$ cat src/rtl/pipe_scheduler.sv
// Two-requester issue scheduler: arbitrates onto a fixed-latency datapath and queues results
// in a credit-protected FIFO. Define SCHED_STRICT_PRIO_EN for fixed requester-0 priority.
module pipe_scheduler #(
  parameter int unsigned WIDTH = 6,
  parameter int unsigned LAT   = 3,
  parameter int unsigned DEPTH = 4
) (
  input  logic               clk,
  input  logic               rst_n,
  input  logic [1:0]         req_valid,
  output logic [1:0]         req_ready,
  input  logic [4*WIDTH-1:0] ops0,
  input  logic [4*WIDTH-1:0] ops1,
  output logic [4*WIDTH-1:0] pipe_ops,
  output logic               pipe_issue,
  input  logic [WIDTH-1:0]   pipe_out,
  output logic               res_valid,
  input  logic               res_ready,
  output logic [WIDTH-1:0]   res_data,
  output logic               res_tag
);

  localparam int unsigned PtrW = $clog2(DEPTH);
  localparam int unsigned CntW = PtrW + 1;
  localparam logic [CntW-1:0] DepthC = CntW'(DEPTH);

  logic            gnt_id;
  logic            credit;
  logic            xfer;
  logic            push;
  logic            push_tag;
  logic            pop;
  logic [CntW-1:0] occ_q, occ_d;

  // ---------------------------------------------------------------------------
  // Arbitration
  // ---------------------------------------------------------------------------
`ifdef SCHED_STRICT_PRIO_EN
  always_comb begin
    gnt_id = ~req_valid[0];
  end
`else
  logic last_q, last_d;

  always_comb begin
    gnt_id = 1'b0;
    unique case (req_valid)
      2'b11:   gnt_id = ~last_q;
      2'b10:   gnt_id = 1'b1;
      default: gnt_id = 1'b0;
    endcase
  end

  always_comb begin
    last_d = last_q;
    if (xfer) begin
      last_d = gnt_id;
    end
  end

  // Reset to 1 so requester 0 wins the first conflict.
  always_ff @(posedge clk or negedge rst_n) begin
    if (!rst_n) begin
      last_q <= 1'b1;
    end else begin
      last_q <= last_d;
    end
  end
`endif

  // rst_n gates the handshake so nothing is offered while reset is held.
  assign credit = (occ_q < DepthC);
  assign xfer   = rst_n & credit & (|req_valid);

  always_comb begin
    req_ready  = 2'b00;
    pipe_issue = xfer;
    pipe_ops   = '0;
    if (xfer) begin
      req_ready = gnt_id ? 2'b10 : 2'b01;
      pipe_ops  = gnt_id ? ops1 : ops0;
    end
  end

  // ---------------------------------------------------------------------------
  // In-flight tracking
  // ---------------------------------------------------------------------------
  logic [LAT-1:0] fl_vld_q, fl_vld_d;
  logic [LAT-1:0] fl_tag_q, fl_tag_d;

  always_comb begin
    fl_vld_d    = fl_vld_q;
    fl_tag_d    = fl_tag_q;
    fl_vld_d[0] = xfer;
    fl_tag_d[0] = gnt_id;
    for (int unsigned i = 1; i < LAT; i++) begin
      fl_vld_d[i] = fl_vld_q[i-1];
      fl_tag_d[i] = fl_tag_q[i-1];
    end
  end

  always_ff @(posedge clk or negedge rst_n) begin
    if (!rst_n) begin
      fl_vld_q <= '0;
      fl_tag_q <= '0;
    end else begin
      fl_vld_q <= fl_vld_d;
      fl_tag_q <= fl_tag_d;
    end
  end

  // Tail entry lines up with the datapath output for that issue.
  assign push     = fl_vld_q[LAT-1];
  assign push_tag = fl_tag_q[LAT-1];

  // ---------------------------------------------------------------------------
  // Result FIFO
  // ---------------------------------------------------------------------------
  logic [WIDTH:0]  mem_q [DEPTH];
  logic [WIDTH:0]  head;
  logic [PtrW-1:0] wr_q, wr_d;
  logic [PtrW-1:0] rd_q, rd_d;
  logic [CntW-1:0] cnt_q, cnt_d;

  assign res_valid = (cnt_q != '0);
  assign pop       = res_valid & res_ready;
  assign head      = mem_q[rd_q];
  assign res_data  = res_valid ? head[WIDTH-1:0] : '0;
  assign res_tag   = res_valid & head[WIDTH];

  // Pointers are log2(DEPTH) wide, so they wrap modulo DEPTH for free.
  always_comb begin
    wr_d  = wr_q;
    rd_d  = rd_q;
    cnt_d = cnt_q;
    if (push) begin
      wr_d = wr_q + PtrW'(1);
    end
    if (pop) begin
      rd_d = rd_q + PtrW'(1);
    end
    unique case ({push, pop})
      2'b10:   cnt_d = cnt_q + CntW'(1);
      2'b01:   cnt_d = cnt_q - CntW'(1);
      default: cnt_d = cnt_q;
    endcase
  end

  always_ff @(posedge clk or negedge rst_n) begin
    if (!rst_n) begin
      wr_q  <= '0;
      rd_q  <= '0;
      cnt_q <= '0;
    end else begin
      wr_q  <= wr_d;
      rd_q  <= rd_d;
      cnt_q <= cnt_d;
    end
  end

  always_ff @(posedge clk) begin
    if (push) begin
      mem_q[wr_q] <= {push_tag, pipe_out};
    end
  end

  // ---------------------------------------------------------------------------
  // Occupancy (in flight + queued) drives credit
  // ---------------------------------------------------------------------------
  always_comb begin
    occ_d = occ_q;
    unique case ({xfer, pop})
      2'b10:   occ_d = occ_q + CntW'(1);
      2'b01:   occ_d = occ_q - CntW'(1);
      default: occ_d = occ_q;
    endcase
  end

  always_ff @(posedge clk or negedge rst_n) begin
    if (!rst_n) begin
      occ_q <= '0;
    end else begin
      occ_q <= occ_d;
    end
  end

  always_ff @(posedge clk) begin
    if (rst_n) begin
      assert (!(push && (cnt_q == DepthC) && !pop))
        else $error("pipe_scheduler: result fifo push while full");
      assert (occ_q <= DepthC)
        else $error("pipe_scheduler: occupancy above depth");
    end
  end

endmodule

$ cat config.mk
export PLATFORM = sky130hd
export DESIGN_NAME = pipe_scheduler
export DESIGN_NICKNAME = d
export VERILOG_FILES = /design/src/rtl/pipe_scheduler.sv
export SDC_FILE = /design/constraint.sdc
export NUM_CORES = 1
export LEC_CHECK = 0
export ABC_CLOCK_PERIOD_IN_PS = 3100
export CORE_MARGIN = 5
export CORE_UTILIZATION = 45
export CTS_CLUSTER_SIZE = 30
export DETAILED_ROUTE_END_ITERATION = 8
export HOLD_SLACK_MARGIN = 0.05
export PLACE_DENSITY = 0.93
export SYNTH_ARGS = -nofsm -noshare
export SYNTH_HDL_FRONTEND = slang
export SYNTH_SLANG_ARGS = --single-unit
$ cat constraint.sdc
create_clock -name clk -period 3.1 [get_ports clk]
set_clock_uncertainty 0.1 [all_clocks]
set_input_delay 0.62 -clock clk [delete_from_list [all_inputs] [get_ports clk]]
set_output_delay 0.62 -clock clk [all_outputs]
set_load 0.05 [all_outputs]
======== Word-level counts from Yosys, hierarchy flattened ========
Memories as Yosys holds them, arrays and structs flattened.
Index checks and enable logic that the tools add are counted.
storage, ports and cells
  flip-flop bits (word level) ............. 17
  RAM bits ................................ 28
  input bits .............................. 59
  output and inout port bits .............. 35
  logic and storage cells ................. 40
  memories kept ........................... 1
operators by class
  $add $sub $neg .......................... 6
  magnitude comparators ................... 1
  equal/unequal tests ..................... 6
  muxes and demuxes ....................... 10
  bitwise gates (word level) .............. 5
  reductions and logical operators ........ 4
memory list
  name   depth  bits a word  rd ports  clocked after memory_dff  write ports  RTL line  source
  mem_q  4      7            1         0                         1            119       logic [WIDTH:0] mem_q [DEPTH];
operators by type and width
  operator               count
  $mux W24               2
  $pmux W3 S2            2
  $eq A2 B2 Y1 const B   4
  $add A3 B1 Y3 const B  2
  $mux W6                1
  $sub A3 B1 Y3 const B  2
  $add A2 B1 Y2 const B  2
  $and A1 B1 Y1          4
  $eq A2 B1 Y1 const B   2
  $mux W2                2
  $reduce_bool A2 Y1     2
  $lt A3 B3 Y1 const B   1
  $reduce_bool A3 Y1     1
  $mux W1                2
  $pmux W1 S2            1
  $reduce_or A2 Y1       1
  $not A1 Y1             1

======== Longest topological paths before layout ========
  depth after elaboration ................. 5
  depth in mapped cells ................... 9
  mapped depth without buffers ............ 8

======== Worst setup path after synthesis ========
Ideal clock, no wire load.
  path type ............................... input to output
  start point ............................. input rst_n
  end point ............................... output pipe_ops[10]
  arrival ................................. 1.728 ns
  data required time ...................... 2.380 ns
  path slack .............................. 0.652 ns
  cell stages on the path ................. 5
  buffers on the path ..................... 2
  cells stage by stage .................... nor2b_1 and3_1 buf_2 buf_6 a22o_1
on the way
  cells in the longest elaborated chain, start to end .. 3
RTL lines
  element                      RTL line  source
  start: declaration           9         input logic rst_n,
  $and A1 B1 Y1 (2 in series)  73        assign xfer = rst_n & credit & (|req_valid);
  $mux W24                     79        if (xfer) begin
  end: declaration             14        output logic [4*WIDTH-1:0] pipe_ops,
No other way between the ends.

======== Worst setup path in the final report ========
  start point ............................. register rd_q[0]
  end point ............................... output res_tag
on the way
  cells in the longest elaborated chain, start to end .. 2
RTL lines
  element                   RTL line  source
  start: declaration        122       logic [PtrW-1:0] rd_q, rd_d;
  start signal: assignment  156       rd_q <= rd_d;
  $mem_v2 Z4 W7             -
  $and A1 B1 Y1             129       assign res_tag = res_valid & head[WIDTH];
  end: declaration          20        output logic res_tag
No other way between the ends.

==> Flow_metrics.wiki <==
{| class="wikitable"
! Metric !! Value
|-
| DRC violation total after the first TritonRoute iteration || 27
|-
| Post-layout worst setup margin || 0.137 ns
|-
| N_diodes || 0
|-
| Switching part of the total || 39.7%
|-
| Overall die height || 78.7 um
|-
| Minimum hold slack || 0.257 ns
|-
| Worst Min Path Start || fl_tag_q[1]
|-
| Flip-flop and latch count after synthesis || 45
|-
| Final non-filler cell area || ~3400 um^2
|-
| Cell area after technology mapping || ~2100 um^2
|-
| PortBufs || 93
|-
| Max H-tree Level || 2
|-
| Worst setup EP type || primary output
|-
| Clock network fraction of total power || 13.0%
|-
| Critical path origin || rd_q[0]
|-
| Clock transition time at the flip-flop clock pins of the worst setup and hold paths || 0.08 ns
|-
| Power dissipated by switching net loads || 1.09 mW
|-
| TritonCTS clock tree || yes
|-
| Sequential fraction of the synthesis area || 59.7%
|-
| Cts bufs inserted || 5
|-
| Critical setup path kind || reg -> out
|-
| First-pass GRT wire length || 8.22 mm
|-
| Total count of max-transition violations in the final report || 0
|-
| Final Net Count || 302
|-
| Proportion of power drawn by combinational gates || 54.2%
|-
| Min-Delay Path Class || reg -> reg
|-
| Sequential power share || roughly 33%
|-
| Overall Global Routing Usage || approximately 18%
|-
| Overall overflow remaining after global route || 0
|-
| Top fanout value on the critical path || 9
|-
| Share of post-route cells with drive strength above 1 || 20.8%
|-
| Cell count after synthesis || about 140
|-
| Routed wire per std cell || 17.9 um
|-
| Number of hold violations in the final report || 0
|-
| Worst-case vdd ir drop || ~530 uV
|-
| Outcome || completed
|-
| Number of buffers on the longest clock path || 2
|-
| Wire length reported by the detailed router || 5.21 mm
|-
| Number of unique standard cell types used by synthesis || 28
|-
| Total Die Area || slightly above 6000 um^2
|-
| Worst slack, placed || 0.182 ns
|-
| Average vias per placed instance || ~5.3
|-
| Die extent in x || 78.7 um
|-
| Max Fclk || 337 MHz
|-
| Final critical delay including setup and external delays || between 2 and 3 ns
|-
| Post-route clock period utilization || 95.6%
|-
| Areal power density over the cells || 798 nW/um^2
|-
| Ports placed on the boundary || 94
|-
| Core region area || 4660 um^2
|-
| DRC violations left || 0
|-
| Multi-input gate area in the final layout || 733 um^2
|-
| Sequential cell area in the final layout || 1270 um^2
|-
| Total clock sinks || 45
|-
| WP data arrival || 2.24 ns
|-
| Synthesized area per cell || 15.3 um^2
|-
| Worst skew pair latency || a little under 0.3 ns
|-
| FILL cells || 277
|-
| Max-capacitance violation count || 0
|-
| Area growth syn-to-layout || 61.9%
|-
| Setup total negative slack || 0 ns
|-
| Reg-to-reg critical path startpoint || cnt_q[0]
|-
| Number of antenna violations at the first check in global routing || 0
|-
| Yosys synthesis warning count || 0
|-
| Via count || 1,537
|-
| Number of global-route vias before repair || around 1,700
|-
| Root Buffer || sky130_fd_sc_hd__clkbuf_8
|-
| Pin count of the biggest net entering global routing || 18
|-
| Antenna viol nets, final || 0
|-
| Required @ worst endpoint || 2.38 ns
|-
| Actual transition at the worst max-transition pin || 0.497 ns
|-
| Internal power summed over all cells || 1.65 mW
|-
| Routability congestion estimate || 0.728
|-
| Standard cell area after detailed placement || between 3000 and 4000 um^2
|-
| Setup repair after global routing missed its margin || no
|-
| Startpoint type of the worst setup path || flip-flop
|-
| First-pass DRT Iterations || 4
|-
| Std cell rows || 25
|-
| Worst slew margin || 66.8%
|-
| Post-Synthesis Net Count || 206
|-
| Reported leakage power || 1.36 nW
|-
| Setup violations, final || 0
|-
| HPWL reported at the end of detailed placement || ~4.4 mm
|-
| Initial Util || between 40% and 50%
|}
kinds of logic after synthesis:
logic type	after synthesis	synth area share, %
xor gates and xnor gates	9	3.71
muxes	9	8.37
buffers and inverters	19	5.72
AOI/OAI and AO/OA	28	11.1
and+or+nand+nor	21	5.96
adders and majority gates	8	5.42
DFF	45	59.7
what timing repair did:
| item | 4_1_cts | 5_1_grt |
|---|---|---|
| buffers inserted | 0 | 0 |
| hold buffers | 0 | 0 |
| resized for setup | 1 | 0 |
| endpoints found under the setup margin | 7 | 0 |
final cells by class:
class / count / share of cell area [%]
Timing Repair Buffer: 98 / 36.1
Inverter: 10 / 1.09
Clock buffer: 8 / 2.62
Sequential cell: 45 / 36.9
Multi-Input combinational cell: 75 / 21.3
Tap cell: 54 / 1.97
path summary, 6_finish.rpt:
kind / slack, ns / cells after the start / end
hold / removal: 0.26 / 0 / fl_tag_q[2]
hold reg to reg: 0.26 / 0 / fl_tag_q[2]
setup reg to reg: 0.90 / 8 / cnt_q[2]
max in group asynchronous: 2.02 / 2 / last_q
setup / recovery: 0.14 / 3 / res_tag
min in group asynchronous: 0.63 / 2 / occ_q[1]
Yosys cell counts (all sizes together):
cell    instances  area (um^2)
ha              6         75.1
xnor2           3         26.3
nand2b          1         6.26
edfxtp         28          841
nor2b           1         6.26
a21boi          1         7.51
xor2            6         52.6
nand3           1         5.00
a21o            1         7.51
buf             8         80.1
nor2            2         7.51
or3             1         6.26
o21ai           2         10.0
clkbuf          1         3.75
fa              2         40.0
and2           13         85.1
mux2i           2         20.0
dfrtp          16          400
a22o           24          210
dfstp           1         26.3
nand2           1         3.75
inv            10         37.5
mux4            7          158
and3            1         6.26
flip-flops by register name, summed over array words and instances (netlist names):
signal / cells
mem_q: 28
fl_tag_q: 3
last_q: 1
fl_vld_q: 3
cnt_q: 3
occ_q: 3
rd_q: 2
wr_q: 2
metrics by stage:
step	std cells	utilization (%)	power [mW]
final	290	73.7	2.74
after global routing	290	73.7	2.90
after CTS	290	73.7	2.77
after detailed placement	282	71.8	2.41
after global placement	282	71.8	2.35
after floorplan	139	-	1.85
worst max-delay path, cell delays in order, from the launching register on:
cell,delay (ns)
sky130_fd_sc_hd__dfrtp_2,0.54
sky130_fd_sc_hd__mux4_2,0.53
sky130_fd_sc_hd__and2_2,0.20
sky130_fd_sc_hd__clkdlybuf4s50_1,0.69
metal layers:
| metal | global-route usage [%] | vias to the layer above | wire length (um) |
|---|---|---|---|
| met2 | 34.8 | 94 | 2930 |
| met1 | 16.8 | 735 | 1610 |
| met3 | 6.65 | 4 | 631 |
| met5 | 0 | - | 0 |
| met4 | 4.72 | 0 | 41 |
| li1 | - | 704 | - |
placed cells by master, fill, tap and decap left out, types with 2 or more instances in the layout:
master / n
sky130_fd_sc_hd__clkdlybuf4s50_1: 66
sky130_fd_sc_hd__inv_1: 10
sky130_fd_sc_hd__a22o_1: 24
sky130_fd_sc_hd__o21ai_0: 2
sky130_fd_sc_hd__nor2_1: 2
sky130_fd_sc_hd__clkbuf_1: 2
sky130_fd_sc_hd__and2_1: 11
sky130_fd_sc_hd__clkbuf_8: 6
sky130_fd_sc_hd__buf_4: 5
sky130_fd_sc_hd__mux4_2: 7
sky130_fd_sc_hd__fa_1: 2
sky130_fd_sc_hd__edfxtp_1: 28
sky130_fd_sc_hd__ha_1: 6
sky130_fd_sc_hd__dfrtp_1: 15
sky130_fd_sc_hd__xor2_1: 6
sky130_fd_sc_hd__mux2i_1: 2
sky130_fd_sc_hd__xnor2_1: 3
sky130_fd_sc_hd__buf_12: 27
power groups by stage:
stage	Combinational [mW]	Sequential, mW	Clock [mW]
floorplan	1.01	0.842	0
CTS	1.50	0.902	0.363
finish	1.48	0.899	0.357
global placement	1.45	0.901	0
global route	1.58	0.921	0.393
detailed placement	1.50	0.913	0
(Power assumes the default switching activity.)
